==> config.mk <==
export PLATFORM = sky130hd
export DESIGN_NAME = load_store_unit
export DESIGN_NICKNAME = d
export VERILOG_FILES = /design/src/rtl/load_store_unit.sv
export SDC_FILE = /design/constraint.sdc
export NUM_CORES = 1
export LEC_CHECK = 0
export ABC_AREA = 1
export BUFFER_PORTS_ARGS = -buffer_cell sky130_fd_sc_hd__buf_2
export CAP_MARGIN = 20
export CORE_ASPECT_RATIO = 1.75
export CORE_MARGIN = 2
export CORE_UTILIZATION = 50
export CTS_CLUSTER_DIAMETER = 100
export CTS_CLUSTER_SIZE = 12
export DETAILED_ROUTE_END_ITERATION = 8
export GPL_TIMING_DRIVEN = 0
export PLACE_DENSITY = 0.77
export SLEW_MARGIN = 30
export SYNTH_ARGS = -nofsm -noshare
export SYNTH_HDL_FRONTEND = slang
export SYNTH_SLANG_ARGS = --single-unit
==> constraint.sdc <==
create_clock -name clk -period 7.7 [get_ports clk]
set_input_delay 1.155 -clock clk [delete_from_list [all_inputs] [get_ports clk]]
set_output_delay 1.155 -clock clk [all_outputs]
set_load 0.02 [all_outputs]
==> src/rtl/load_store_unit.sv <==
`timescale 1ns/1ps
// load_store_unit
// Initiator-side memory access unit between the RV32 execute stage and a
// word-wide, big-endian data memory. Accepts one load/store at a time over a
// valid/ready handshake and handles byte/half/word sizing. Sub-word stores
// are read-modify-write because the memory write port is word-only.
// Misaligned, illegal-size and out-of-range requests fault without touching
// memory.
//
// Ports
//   clk, reset               clock; asynchronous active-high reset
//   req_valid / req_ready    request handshake (ready only when idle)
//   req_store, req_size,     request fields, held by the core until accepted
//   req_unsigned, req_addr,
//   req_wdata
//   resp_valid               one-cycle completion pulse
//   resp_rdata, resp_fault   registered result, held until the next response
//   access_mem_addr          word-aligned memory address (0 when idle)
//   write_mem_data           merged word to write (0 outside a write)
//   mem_write_en, mem_read   memory strobes
//   read_mem_data            combinational memory read word
module load_store_unit #(
  parameter int MEM_BYTES = 1024
) (
  input  logic        clk,
  input  logic        reset,
  input  logic        req_valid,
  output logic        req_ready,
  input  logic        req_store,
  input  logic [1:0]  req_size,
  input  logic        req_unsigned,
  input  logic [31:0] req_addr,
  input  logic [31:0] req_wdata,
  output logic        resp_valid,
  output logic [31:0] resp_rdata,
  output logic        resp_fault,
  output logic [31:0] access_mem_addr,
  output logic [31:0] write_mem_data,
  output logic        mem_write_en,
  output logic        mem_read,
  input  logic [31:0] read_mem_data
);

  typedef enum logic [1:0] {
    S_IDLE,
    S_READ,
    S_WRITE,
    S_RESP
  } state_t;

  localparam logic [1:0]  SZ_BYTE   = 2'b00;
  localparam logic [1:0]  SZ_HALF   = 2'b01;
  localparam logic [1:0]  SZ_WORD   = 2'b10;
  localparam logic [31:0] LAST_WORD = 32'(MEM_BYTES - 4);

  state_t      r_state;
  state_t      w_next_state;

  logic [31:0] r_addr;
  logic [1:0]  r_size;
  logic        r_store;
  logic        r_unsigned;
  logic [31:0] r_wdata;
  logic [31:0] r_buf;
  logic [31:0] r_resp_rdata;
  logic        r_resp_fault;

  logic        w_accept;
  logic        w_req_fault;
  logic [31:0] w_aligned;
  logic [31:0] w_merged;
  logic [31:0] w_load_data;

  assign w_accept  = req_valid && (r_state == S_IDLE);
  assign w_aligned = {r_addr[31:2], 2'b00};

  // Faults are judged on the live request fields at the acceptance edge.
  assign w_req_fault = (req_size == 2'b11)
                    || ((req_size == SZ_HALF) && req_addr[0])
                    || ((req_size == SZ_WORD) && (req_addr[1:0] != 2'b00))
                    || ({req_addr[31:2], 2'b00} > LAST_WORD);

  // Lane extraction from a big-endian word: byte k lives in [31-8k:24-8k].
  function automatic logic [31:0] extract_lane(
    input logic [31:0] word,
    input logic [1:0]  size,
    input logic [1:0]  off,
    input logic        uns
  );
    logic [7:0]  b;
    logic [15:0] h;
    logic [31:0] res;
    case (off)
      2'd0:    b = word[31:24];
      2'd1:    b = word[23:16];
      2'd2:    b = word[15:8];
      default: b = word[7:0];
    endcase
    h = off[1] ? word[15:0] : word[31:16];
    case (size)
      SZ_BYTE: res = uns ? {24'h0, b} : {{24{b[7]}}, b};
      SZ_HALF: res = uns ? {16'h0, h} : {{16{h[15]}}, h};
      default: res = word;
    endcase
    return res;
  endfunction

  assign w_load_data = extract_lane(read_mem_data, r_size, r_addr[1:0], r_unsigned);

  // Merge the store data into the word read back during READ.
  always_comb begin
    // NOTE: every signal written here gets a default first so no path can
    // leave it unassigned and infer a latch.
    w_merged = r_buf;
    case (r_size)
      SZ_BYTE: begin
        case (r_addr[1:0])
          2'd0:    w_merged[31:24] = r_wdata[7:0];
          2'd1:    w_merged[23:16] = r_wdata[7:0];
          2'd2:    w_merged[15:8]  = r_wdata[7:0];
          default: w_merged[7:0]   = r_wdata[7:0];
        endcase
      end
      SZ_HALF: begin
        if (r_addr[1]) w_merged[15:0]  = r_wdata[15:0];
        else           w_merged[31:16] = r_wdata[15:0];
      end
      default: w_merged = r_wdata;
    endcase
  end

  // State register. Reset is asynchronous so the memory strobes, which are
  // decoded from state, drop the moment reset rises.
  always_ff @(posedge clk or posedge reset) begin
    // NOTE: sequential state uses non-blocking assignments so every flop
    // samples pre-edge values regardless of process ordering.
    if (reset) r_state <= S_IDLE;
    else       r_state <= w_next_state;
  end

  // Next-state and Moore outputs.
  always_comb begin
    w_next_state    = r_state;
    req_ready       = 1'b0;
    resp_valid      = 1'b0;
    mem_read        = 1'b0;
    mem_write_en    = 1'b0;
    access_mem_addr = 32'h0;
    write_mem_data  = 32'h0;
    case (r_state)
      S_IDLE: begin
        req_ready = 1'b1;
        if (w_accept) begin
          if (w_req_fault)                             w_next_state = S_RESP;
          else if (req_store && (req_size == SZ_WORD)) w_next_state = S_WRITE;
          else                                         w_next_state = S_READ;
        end
      end
      S_READ: begin
        mem_read        = 1'b1;
        access_mem_addr = w_aligned;
        w_next_state    = r_store ? S_WRITE : S_RESP;
      end
      S_WRITE: begin
        mem_write_en    = 1'b1;
        access_mem_addr = w_aligned;
        write_mem_data  = w_merged;
        w_next_state    = S_RESP;
      end
      S_RESP: begin
        resp_valid   = 1'b1;
        w_next_state = S_IDLE;
      end
      default: w_next_state = S_IDLE;
    endcase
  end

  // Request latch, read buffer and response registers.
  always_ff @(posedge clk or posedge reset) begin
    if (reset) begin
      // NOTE: the buffer is a single word register, not a memory array, so
      // clearing it on reset is cheap and keeps every output well defined.
      r_addr       <= 32'h0;
      r_size       <= 2'b00;
      r_store      <= 1'b0;
      r_unsigned   <= 1'b0;
      r_wdata      <= 32'h0;
      r_buf        <= 32'h0;
      r_resp_rdata <= 32'h0;
      r_resp_fault <= 1'b0;
    end else begin
      if (w_accept) begin
        r_addr     <= req_addr;
        r_size     <= req_size;
        r_store    <= req_store;
        r_unsigned <= req_unsigned;
        r_wdata    <= req_wdata;
      end
      if (r_state == S_READ) r_buf <= read_mem_data;
      // Response registers change only on the edge entering RESP so they hold
      // across the whole gap between responses. Only a fault reaches RESP
      // straight from IDLE; only a load reaches it from READ.
      if (w_next_state == S_RESP) begin
        r_resp_fault <= (r_state == S_IDLE);
        r_resp_rdata <= (r_state == S_READ) ? w_load_data : 32'h0;
      end
    end
  end

  assign resp_rdata = r_resp_rdata;
  assign resp_fault = r_resp_fault;

endmodule

Word level (Yosys, flattened, before mapping). Cells that the tools add are included.

Flip-flop bits (word level): 135. Input bits: 103.

Reduce and logical (&&, ||, !) cells: 13. Order comparisons: 1. Eq/ne operators: 10. Multiplexer cells: 24.

Operator list (count): 32-bit two-way mux (5); 32-bit case mux with 2 select lines (2); 16-bit two-way mux (3); 32-bit by 10-bit > comparator with 1-bit output, second input constant (1); 8-bit two-way mux (4); 8-bit case mux with 3 select lines (1); 2-bit equality test, second input constant (6); 2-bit by 1-bit equality test with 1-bit output, second input constant (4); 2-bit case mux with 4 select lines (1); 2-bit zero test (3); 2-bit two-way mux (3); 1-bit two-way mux (5); 1-bit logical AND (4); 1-bit logical OR (3); 3-bit OR reduction (1); 2-bit nonzero test (1); 2-bit OR reduction (1).

Logic depth before layout (Yosys ltp). Gate-level depths: netlist of the first run.

Depth in word-level cells: 9. Depth in mapped cells: 12.

Least setup slack after synthesis of the first run. Ideal clock, no wire load.

Path kind: reg-to-output. Start: register r_addr[1]. End: output write_mem_data[26]. Data arrival time: 1.581 ns. Path buffers: 2. Cell stages (with the launch flop): 8. Data required time: 6.545 ns. Setup slack: 4.964 ns. Cell sequence: dfrtp_1 > buf_2 > nor2_1 > nand2_2 > inv_2 > buf_2 > nand2_1 > a41oi_1.

Longest elaborated chain between the ends: 4. Elaborated cells on any way between the ends: 5. Classes of those cells: mux: 4; reduce/logical: 1.

RTL lines: start: declaration (RTL line 59) `logic [31:0] r_addr;`; start signal: assignment (RTL line 193) `r_addr <= req_addr;`; 2-bit zero test (RTL line 117) `case (r_addr[1:0])`; 8-bit two-way mux (RTL line 117); 32-bit case mux with 2 select lines (*) (RTL line 115) `case (r_size)`; 32-bit two-way mux (*) (RTL line 150) `case (r_state)`; end: declaration (RTL line 38) `output logic [31:0] write_mem_data,`.

Mark *: on every way between the ends. The rest lies on a longest branch, timed or not.

Worst setup path after layout of the first run.
Start: register r_addr[1]. End: output write_mem_data[8].

Longest elaborated chain between the ends: 4. Elaborated cells on any way between the ends: 5. Classes of those cells: eq/ne: 1; mux: 4.

RTL lines (RTL line): 2-bit equality test (117); 8-bit two-way mux (117); 32-bit case mux with 2 select lines (*) (115); 32-bit two-way mux (*) (150).

Marks and branches as above.

==> impl_metrics.py, run 1 <==
metrics = {
    "clock_tree": {
        "clk_latency_ns": 0.43,
        "cts_tree": "done",
        "cts-htree-levels": 4,
        "numCtsBuffers": 17,
        "clkTransAtPathRegs_ns": 0.07,
        "cts_buffer_depth": 2,
        "clock-root-buffer": "clkbuf_16",
        "cts_setup_buffers": 0,
        "cts_hold_buf": 0,
        "clkSinkCount": 135,
        "cts.repair.resized": 0,
    },
    "synth": {
        "synth_xor_area_share_pct": 0,
        "yosys.area_share.simple_pct": 25.0,
        "yosysWarnings": 0,
        "synth_top_family_by_area": "simple AND/OR/NAND/NOR gates",
        "synth-seq-area-share_pct": 45.6,
        "yosys.cell_types.count": 35,
        "syn_avg_cell_area_um2": 7.59,
        "yosysTopAreaCell": "dfrtp_1",
        "ys_seq_elements": 135,
        "synthMuxAreaShare_pct": 5.93,
        "synth-compound-area-share_pct": 13.6,
        "yosysTopAreaCellShare_pct": 45.6,
        "synthAdderAreaFrac_pct": 0.676,
        "syn_area_um2": 7400,
        "syn_inst": 975,
        "synth_area_leaders": "dfrtp_1 46%, nand2_1 16%, o21ai_0 6.0%",
    },
    "timing": {
        "period_minus_slack_ns": 3.57,
        "post-route-period-util_pct": 46.4,
        "fin_hold_ws_ns": 0.466,
        "fin_skew_ns": 0.00779,
        "hold_viol_final": 0,
        "setup_violations": 0,
        "fin_tns_setup_ns": 0,
        "finalMaxSlewViolations": 0,
        "worstMarginPinSlew_ns": 0.730,
        "maxClockFrequency_mhz": 280,
        "max_slew_margin_pct": 51.3,
        "fin_ws_ns": 4.13,
        "rsz0062_at_grt": "no",
    },
    "placement": {
        "dpl.hpwl_um": 18600,
        "gp_congestion": 1.01,
        "port-buffer-count": 201,
        "dp_slack_ns": 4.66,
    },
    "floorplanning": {
        "die_h_um": 165,
        "initial_utilization_pct": 51.2,
        "ios": 204,
        "num_rows": 58,
        "dieArea_um2": 15800,
        "die_x_um": 96.0,
        "coreArea_um2": 14400,
    },
    "detailed_routing": {
        "drt_iter0_markers": 425,
        "finalWirelength_um": 23800,
        "avgViaCountPerCell": 5.30,
        "drc_errors": 0,
        "drt_pass1_iterations": 6,
        "wire_per_inst_um": 17.1,
        "vias": 7370,
        "antenna_left": 0,
    },
    "critical_path": {
        "critPathKind": "reg2out",
        "crit_start": "r_addr[1]",
        "endpoint_kind": "output port",
        "worstPathMaxFanout": 10,
        "crit_arrival_ns": 2.41,
        "rr_startpoint": "r_state[0]",
        "required_ns": 6.55,
        "start_kind": "flop",
    },
    "global_routing": {
        "grt_antenna_before_repair": 1,
        "grt_pass1_wl_um": 37100,
        "grt_max_degree": 92,
        "gr-total-overflow": 0,
        "first_global_vias": 7385,
        "grt_util_all_layers_pct": 31.1,
    },
    "power_and_ir_drop": {
        "peakVddDrop_mv": 0.301,
        "p_leak_nw": 5.19,
        "powerDensity_nw_per_um2": 475,
        "total_power_mw": 4.40,
    },
    "job": {
        "drv_cap": 0,
    },
    "worst_hold_path": {
        "hp-start": "resp_rdata[4]",
        "hold_class": "reg2reg",
    },
    "layout": {
        "fin_nets": 1304,
        "nFillCells": 1346,
        "multi_input_area_um2": 3350,
        "drive_above_1_share_pct": 26.9,
        "syn2layout_area_growth_pct": 25.0,
        "ff_latch_area_um2": 3380,
    },
    "status": {
        "outcome": "complete, no violations",
    },
}
stage by stage:
step | area [um2] | util [%] | instances
finish | 9250 | 64.1 | 1391
global route | 9250 | 64.1 | 1391
floorplan | 7400 | - | 976
global placement | 8640 | 59.8 | 1357
detailed placement | 8670 | 60.0 | 1358
CTS | 9250 | 64.0 | 1390
critical path, cell delays in order, from the launching register on:
cell and delay [ns]:
dfrtp_1 0.42, buf_2 0.25, nor2_1 0.09, buf_2 0.21
nor2_2 0.37, a22oi_1 0.16, a21oi_1 0.27, buf_2 0.22
cell families after synthesis:
| group | after synthesis |
|---|---|
| AO/OA/AOI/OAI | 178 |
| adder cells (fa/ha/maj) | 4 |
| buffers and inverters | 167 |
| flip-flops | 135 |
| multiplexers | 39 |
| other | 1 |
| AND/OR/NAND/NOR | 451 |
cell usage after synthesis:
cell and count:
a21oi_1 49, a221oi_1 8, a22oi_1 3, a31oi_1 8
a41oi_1 1, buf_1 4, buf_2 14, buf_4 6
buf_6 1, clkbuf_1 35, conb_1 1, dfrtp_1 135
ha_1 4, inv_1 103, inv_2 4, mux2_2 39
nand2_1 308, nand2_2 2, nand2_4 1, nand3_1 40
nand3_4 1, nor2_1 75, nor2_2 3, nor2_4 2
nor2_8 1, nor3_1 1, o2111ai_1 4, o211ai_1 4
o21a_1 1, o21ai_0 89, o21ai_1 1, o21bai_1 3
o221ai_1 7, or2_1 1, or2_2 16
state kept, by name, indices dropped and copies added (netlist names):
register,cells
r_addr,32
r_store,1
resp_rdata,32
r_buf,32
r_state,2
resp_fault,1
r_unsigned,1
r_wdata,32
r_size,2
area by class of cell:
type | instances | share of cell area [%]
Antenna cell | 1 | 0.0270
Tap cell | 180 | 2.43
Timing Repair Buffer | 202 | 11.2
Sequential cell | 135 | 36.5
Inverter | 107 | 4.42
Buffer | 60 | 2.95
Clock inverter | 14 | 1.50
Multi-Input combinational cell | 674 | 36.2
Clock buffer | 18 | 4.75
layer usage:
metal / part of all wire (%) / vias to the layer above / wire, um / track usage, %
met1: 36 / 3377 / 8510 / 33.8
met2: 52 / 343 / 12200 / 54.2
li1: - / 3551 / - / -
met3: 6.2 / 99 / 1470 / 5.29
met5: 0 / - / 0 / 0
met4: 6.5 / 0 / 1550 / 20.6
path summary, 6_finish.rpt:
path,endpoint,slack (ns),cells after the start
max,write_mem_data[8],4.13,7
min,resp_rdata[4],0.47,2
max reg2reg,resp_rdata[24],5.36,11
min reg2reg,resp_rdata[4],0.47,2
max in group asynchronous,r_state[0],6.23,3
min in group asynchronous,r_wdata[11],0.71,2
where the power goes:
| group | switching [mW] | leakage (nW) | total (mW) | internal [mW] |
|---|---|---|---|---|
| registers | 0.207 | 1.67 | 1.25 | 1.04 |
| logic | 1.58 | 3.24 | 2.34 | 0.759 |
| clock network | 0.348 | 0.277 | 0.809 | 0.461 |
| total | 2.14 | 5.19 | 4.40 | 2.26 |
placed cells by master, fill, tap and decap left out, drive strengths merged:
master    Yosys  final
buf          25    227
conb          1      2
mux2         39     39
o2111ai       4      4
nand3        41     41
a31oi         8      8
o221ai        7      7
a221oi        8      8
nor2         81     81
clkinvlp      0      3
diode         0      1
o21ai        90     90
bufinv        0      1
o21a          1      1
o21bai        3      3
ha            4      4
or2          17     17
dfrtp       135    135
o211ai        4      4
nor3          1      1
nand2       311    311
clkbuf       35     53
a21oi        49     49
a22oi         3      3
clkinv        0      3
a41oi         1      1
inv         107    114
Power figures use the tool's default switching activity.
==> inputs of run 2 (changes only) <==
--- a/config.mk
+++ b/config.mk
@@ -10,7 +10,7 @@
 export CAP_MARGIN = 20
 export CORE_ASPECT_RATIO = 1.75
 export CORE_MARGIN = 2
-export CORE_UTILIZATION = 50
+export CORE_UTILIZATION = 48
 export CTS_CLUSTER_DIAMETER = 100
 export CTS_CLUSTER_SIZE = 12
 export DETAILED_ROUTE_END_ITERATION = 8
==> constraint.sdc (replaced) <==
create_clock -name clk -period 3.09 [get_ports clk]
set_input_delay 0.4635 -clock clk [delete_from_list [all_inputs] [get_ports clk]]
set_output_delay 0.4635 -clock clk [all_outputs]
set_load 0.02 [all_outputs]
==> run 2 against run 1 <==
  * Sequential share of layout area is 0.32 points lower
  * Sequential power is 150% higher
  * Hold slack worse by 0.20 ns
  * Utilization is 2.8 points lower
  * Die area is 4.0% higher
  * Routed wire length is 0.98% higher
  * Clock power is 140% higher
  * Power is 150% higher
  * Non-clock buffer count is 5 higher
  * Clock-buffer cell count is 1 lower
  * Setup slack worse by 3.9 ns
  * Global-route usage is 1.9 points lower
  * Critical path type unchanged
  * Largest cell class unchanged
==> impl_metrics.py, run 2 (synthesis results as in run 1) <==
metrics = {
    "global_routing": {
        "grt_util_all_layers_pct": 29.2,
        "grt_max_degree": 32,
        "grt_antenna_before_repair": 1,
        "gr-total-overflow": 0,
        "first_global_vias": 7330,
        "grt_pass1_wl_um": 37400,
    },
    "timing": {
        "setup_violations": 0,
        "fin_tns_setup_ns": 0,
        "fin_ws_ns": 0.209,
        "rsz0062_at_grt": "no",
        "finalMaxSlewViolations": 0,
        "period_minus_slack_ns": 2.88,
        "fin_skew_ns": 0.00863,
        "hold_viol_final": 0,
        "worstMarginPinSlew_ns": 0.739,
        "maxClockFrequency_mhz": 347,
        "max_slew_margin_pct": 50.7,
        "post-route-period-util_pct": 93.2,
    },
    "layout": {
        "layout_common_cells": "308 x nand2_1, 215 x buf_2, 135 x dfrtp_1, 102 x inv_1, 89 x o21ai_0",
        "syn2layout_area_growth_pct": 26.1,
        "layout_commonest_cell": "nand2_1",
        "fin_nets": 1309,
        "drive_above_1_share_pct": 27.1,
    },
    "placement": {
        "port-buffer-count": 201,
        "dpl.hpwl_um": 19000,
        "gp_congestion": 0.955,
        "dp_slack_ns": 0.702,
    },
    "floorplanning": {
        "coreArea_um2": 15200,
        "die_x_um": 97.9,
        "ios": 204,
        "dieArea_um2": 16500,
        "num_rows": 60,
        "die_h_um": 168,
        "initial_utilization_pct": 48.6,
    },
    "critical_path": {
        "endpoint_kind": "output port",
        "start_kind": "flop",
        "critPathKind": "reg2out",
        "crit_arrival_ns": 2.42,
        "cp_cell_sequence": "buf_2 > nor2_1 > nand2_2 > inv_2 > buf_2 > a22oi_1 > a21oi_1 > buf_2",
        "required_ns": 2.63,
        "cpMostUsedCell": "buf_2",
        "slowest_delay_ns": 0.43,
        "cp_slowest_cell": "dfrtp_1",
        "worstPathMaxFanout": 10,
    },
    "power_and_ir_drop": {
        "p_leak_nw": 5.22,
        "powerDensity_nw_per_um2": 1170,
        "peakVddDrop_mv": 0.665,
        "switchingPower_mw": 5.31,
        "p_seq_share_pct": 28.4,
        "pwr-share-comb_pct": 53.4,
        "p_int_mw": 5.62,
        "swShare_pct": 48.6,
        "clkPwrFrac_pct": 18.2,
        "total_power_mw": 10.9,
    },
    "job": {
        "drv_cap": 0,
    },
    "clock_tree": {
        "cts_tree": "done",
        "cts-htree-levels": 4,
        "clkTransAtPathRegs_ns": 0.06,
        "clk_latency_ns": 0.43,
        "cts.repair.resized": 0,
        "clock-root-buffer": "clkbuf_16",
        "numCtsBuffers": 17,
        "clkSinkCount": 135,
        "cts_buffer_depth": 2,
    },
    "detailed_routing": {
        "finalWirelength_um": 24000,
        "avgViaCountPerCell": 5.30,
        "antenna_left": 0,
        "vias": 7430,
        "drt_pass1_iterations": 5,
        "wire_per_inst_um": 17.1,
        "drt_iter0_markers": 483,
        "drc_errors": 0,
    },
    "worst_hold_path": {
        "hold_class": "in2reg",
    },
    "status": {
        "outcome": "complete, no violations",
    },
}
[run 2: power groups by stage]
stage | clock network [mW] | logic [mW] | registers (mW)
global route | 2.07 | 6.42 | 3.19
floorplan | 0 | 3.84 | 3.17
global placement | 0 | 5.70 | 3.09
finish | 1.98 | 5.84 | 3.11
detailed placement | 0 | 5.79 | 3.11
CTS | 1.99 | 5.83 | 3.10
[run 2: metal layers]
| metal | share of wire, % | track usage [%] | vias up | wire length [um] |
|---|---|---|---|---|
| li1 | - | - | 3575 | - |
| met1 | 35 | 30.4 | 3454 | 8390 |
| met2 | 52 | 52.8 | 320 | 12600 |
| met3 | 6.4 | 5.23 | 81 | 1540 |
| met4 | 6.3 | 19.2 | 0 | 1500 |
| met5 | 0 | 0 | - | 0 |
[run 2: worst max-delay path: cells and delay by family (launching register included)]
family                 cells  cell delay [ns]
AOI/OAI and AO/OA          2             0.35
buffers and inverters      4             0.88
DFF                        1             0.43
and+or+nand+nor            2             0.34
[run 2: per-stage QoR]
step | utilization, % | instance area (um2) | hold slack [ns] | instances
2_1_floorplan | - | 7410 | 0.436 | 976
3_3_place_gp | 56.7 | 8650 | 0.449 | 1363
3_5_place_dp | 57.4 | 8750 | 0.425 | 1368
4_1_cts | 61.2 | 9330 | 0.259 | 1401
5_1_grt | 61.2 | 9330 | 0.260 | 1402
6_report | 61.2 | 9330 | 0.262 | 1402
[run 2: layout make-up]
type / instances / area [um2]
repair buffers: 207 / 1120
clock inverters: 15 / 141
fillers: 1425 / 5910
inverters: 107 / 405
clock buffers: 17 / 425
multi-input cells: 674 / 3350
flip-flops and latches: 135 / 3380
diodes: 1 / 2.50
well taps: 186 / 233
plain buffers: 60 / 273
[run 2: worst paths after layout]
kind	cells past startpoint	slack, ns	startpoint	end
max	8	0.21	r_addr[1]	write_mem_data[8]
min	2	0.26	req_addr[7]	r_addr[7]
max reg2reg	10	0.81	r_state[1]	resp_rdata[9]
min reg2reg	2	0.46	resp_rdata[29]	resp_rdata[29]
max in group asynchronous	6	1.72	reset	r_buf[19]
min in group asynchronous	3	0.53	reset	resp_rdata[13]
[run 2: timing repair]
item                      CTS  global route
setup buffers               0             0
hold endpoints to repair    8             0
hold buffers                1             0
==> inputs of run 3 (changes only) <==
--- a/config.mk
+++ b/config.mk
@@ -15,7 +15,7 @@
 export CTS_CLUSTER_SIZE = 12
 export DETAILED_ROUTE_END_ITERATION = 8
 export GPL_TIMING_DRIVEN = 0
-export PLACE_DENSITY = 0.77
+export PLACE_DENSITY = 0.79
 export SLEW_MARGIN = 30
 export SYNTH_ARGS = -nofsm -noshare
 export SYNTH_HDL_FRONTEND = slang
==> run 3 against run 2 <==
  * Global-route usage up 0.39 points
  * First-iteration DRC count up 12%
  * Fmax down 2.4%
  * Sequential share of layout area down 0.12 points
  * Die area unchanged
  * Critical path type unchanged
  * Final cell count about the same
  * Non-clock buffer count down 1
  * Power up 1.3%
  * Combinational power about the same
  * Hold slack worse by 0.19 ns
==> impl_metrics.py, run 3 (synthesis results as in run 1) <==
metrics = {
    "timing": {
        "hold_viol_final": 0,
        "period_minus_slack_ns": 2.95,
        "rsz0062_at_grt": "no",
        "finalMaxSlewViolations": 0,
        "max_slew_margin_pct": 51.6,
        "worstMarginPinSlew_ns": 0.726,
        "fin_ws_ns": 0.137,
        "fin_skew_ns": 0.00779,
        "fin_tns_setup_ns": 0,
        "fin_hold_ws_ns": 0.0700,
        "post-route-period-util_pct": 95.6,
        "setup_violations": 0,
        "maxClockFrequency_mhz": 339,
    },
    "global_routing": {
        "grt_max_degree": 32,
        "first_global_vias": 7496,
        "gr-total-overflow": 0,
        "grt_util_all_layers_pct": 29.6,
        "grt_pass1_wl_um": 38200,
        "grt_antenna_before_repair": 1,
    },
    "layout": {
        "fin_nets": 1308,
        "finalInstanceArea_um2": 9370,
        "drive_above_1_share_pct": 27.1,
        "layout_common_cells": "308 x nand2_1, 215 x buf_2, 135 x dfrtp_1, 102 x inv_1, 89 x o21ai_0",
        "layout_commonest_cell": "nand2_1",
        "ff_latch_area_um2": 3380,
        "syn2layout_area_growth_pct": 26.5,
        "multi_input_area_um2": 3350,
        "nFillCells": 1414,
    },
    "clock_tree": {
        "cts_hold_buf": 0,
        "cts-htree-levels": 4,
        "clkTransAtPathRegs_ns": 0.06,
        "cts_tree": "done",
        "cts.repair.resized": 0,
        "clk_latency_ns": 0.43,
        "clock-root-buffer": "clkbuf_16",
        "clkSinkCount": 135,
        "cts_buffer_depth": 2,
        "numCtsBuffers": 17,
        "cts_setup_buffers": 0,
    },
    "worst_hold_path": {
        "hold_class": "in2async",
    },
    "power_and_ir_drop": {
        "total_power_mw": 11.1,
        "peakVddDrop_mv": 0.720,
        "powerDensity_nw_per_um2": 1180,
        "p_leak_nw": 5.23,
    },
    "detailed_routing": {
        "drt_pass1_iterations": 5,
        "finalWirelength_um": 24200,
        "wire_per_inst_um": 17.3,
        "drt_iter0_markers": 539,
        "drc_errors": 0,
        "avgViaCountPerCell": 5.34,
        "antenna_left": 0,
        "vias": 7477,
    },
    "job": {
        "drv_cap": 0,
    },
    "placement": {
        "gp_congestion": 0.964,
        "dpl_cell_area_um2": 8770,
        "port-buffer-count": 201,
        "dpl.hpwl_um": 19200,
        "dp_slack_ns": 0.691,
    },
    "critical_path": {
        "crit_family": "buffers and inverters",
        "start_kind": "flop",
        "crit_arrival_ns": 2.49,
        "critPathKind": "reg2out",
        "slowest_delay_ns": 0.49,
        "cp_cell_sequence": "buf_4 > clkbuf_1 > clkbuf_1 > nand2_1 > o2111ai_1 > nand2_1 > inv_1 > buf_2",
        "required_ns": 2.63,
        "worstPathMaxFanout": 10,
        "cp_num_buf_inv": 5,
        "rr_startpoint": "r_state[0]",
        "cp_slowest_cell": "clkbuf_1",
        "endpoint_kind": "output port",
        "crit_start": "r_size[1]",
    },
    "floorplanning": {
        "ios": 204,
        "dieArea_um2": 16500,
        "num_rows": 60,
        "die_h_um": 168,
        "coreArea_um2": 15200,
        "die_x_um": 97.9,
        "initial_utilization_pct": 48.6,
    },
    "status": {
        "outcome": "complete, no violations",
    },
}
run 3: changes by cell type in the layout (fill, tap and decap cells not counted), sizes merged:
| cell | previous run | this run |
|---|---|---|
| dlygate4sd3 | 1 | 0 |
| inv | 113 | 112 |
| bufinv | 1 | 2 |
run 3: path summary, 6_finish.rpt:
| path | to | slack (ns) | depth (start not counted) |
|---|---|---|---|
| max | write_mem_data[29] | 0.14 | 8 |
| min | resp_rdata[13] | 0.07 | 2 |
| max reg2reg | r_size[1] | 0.79 | 6 |
| min reg2reg | resp_rdata[0] | 0.46 | 2 |
| max in group asynchronous | r_addr[18] | 2.14 | 5 |
| min in group clk | r_wdata[8] | 0.26 | 2 |
run 3: cell type report:
class | count | area share (%)
Antenna cell | 1 | 0.0267
Tap cell | 186 | 2.48
Clock inverter | 15 | 1.79
Buffer | 60 | 2.91
Clock buffer | 17 | 4.54
Multi-Input combinational cell | 674 | 35.8
Timing Repair Buffer | 206 | 12.1
Sequential cell | 135 | 36.1
Inverter | 107 | 4.33
run 3: worst reg2reg max path, cell delays in order, from the launching register on:
cell	delay [ns]
dfrtp_1	0.39
inv_1	0.09
ha_1	0.25
nand2_1	0.27
clkbuf_1	0.47
buf_1	0.52
a21oi_1	0.16
run 3: report_power, final:
part	switching [mW]	internal [mW]
clock	0.875	1.21
combinational	3.96	1.90
sequential	0.532	2.59
run 3: per-stage QoR:
step	util (%)	std cells
2_1_floorplan	-	976
3_3_place_gp	56.7	1363
3_5_place_dp	57.5	1368
4_1_cts	61.4	1400
5_1_grt	61.5	1401
6_report	61.5	1401
run 3: routing by layer:
layer	global-route usage [%]	wire, um	share of wire [%]	vias up
met2	52.6	12500	52	352
met3	5.19	1440	6.0	91
met1	31.8	8560	35	3466
met5	0	0	0	-
met4	19.3	1630	6.8	0
li1	-	-	-	3568
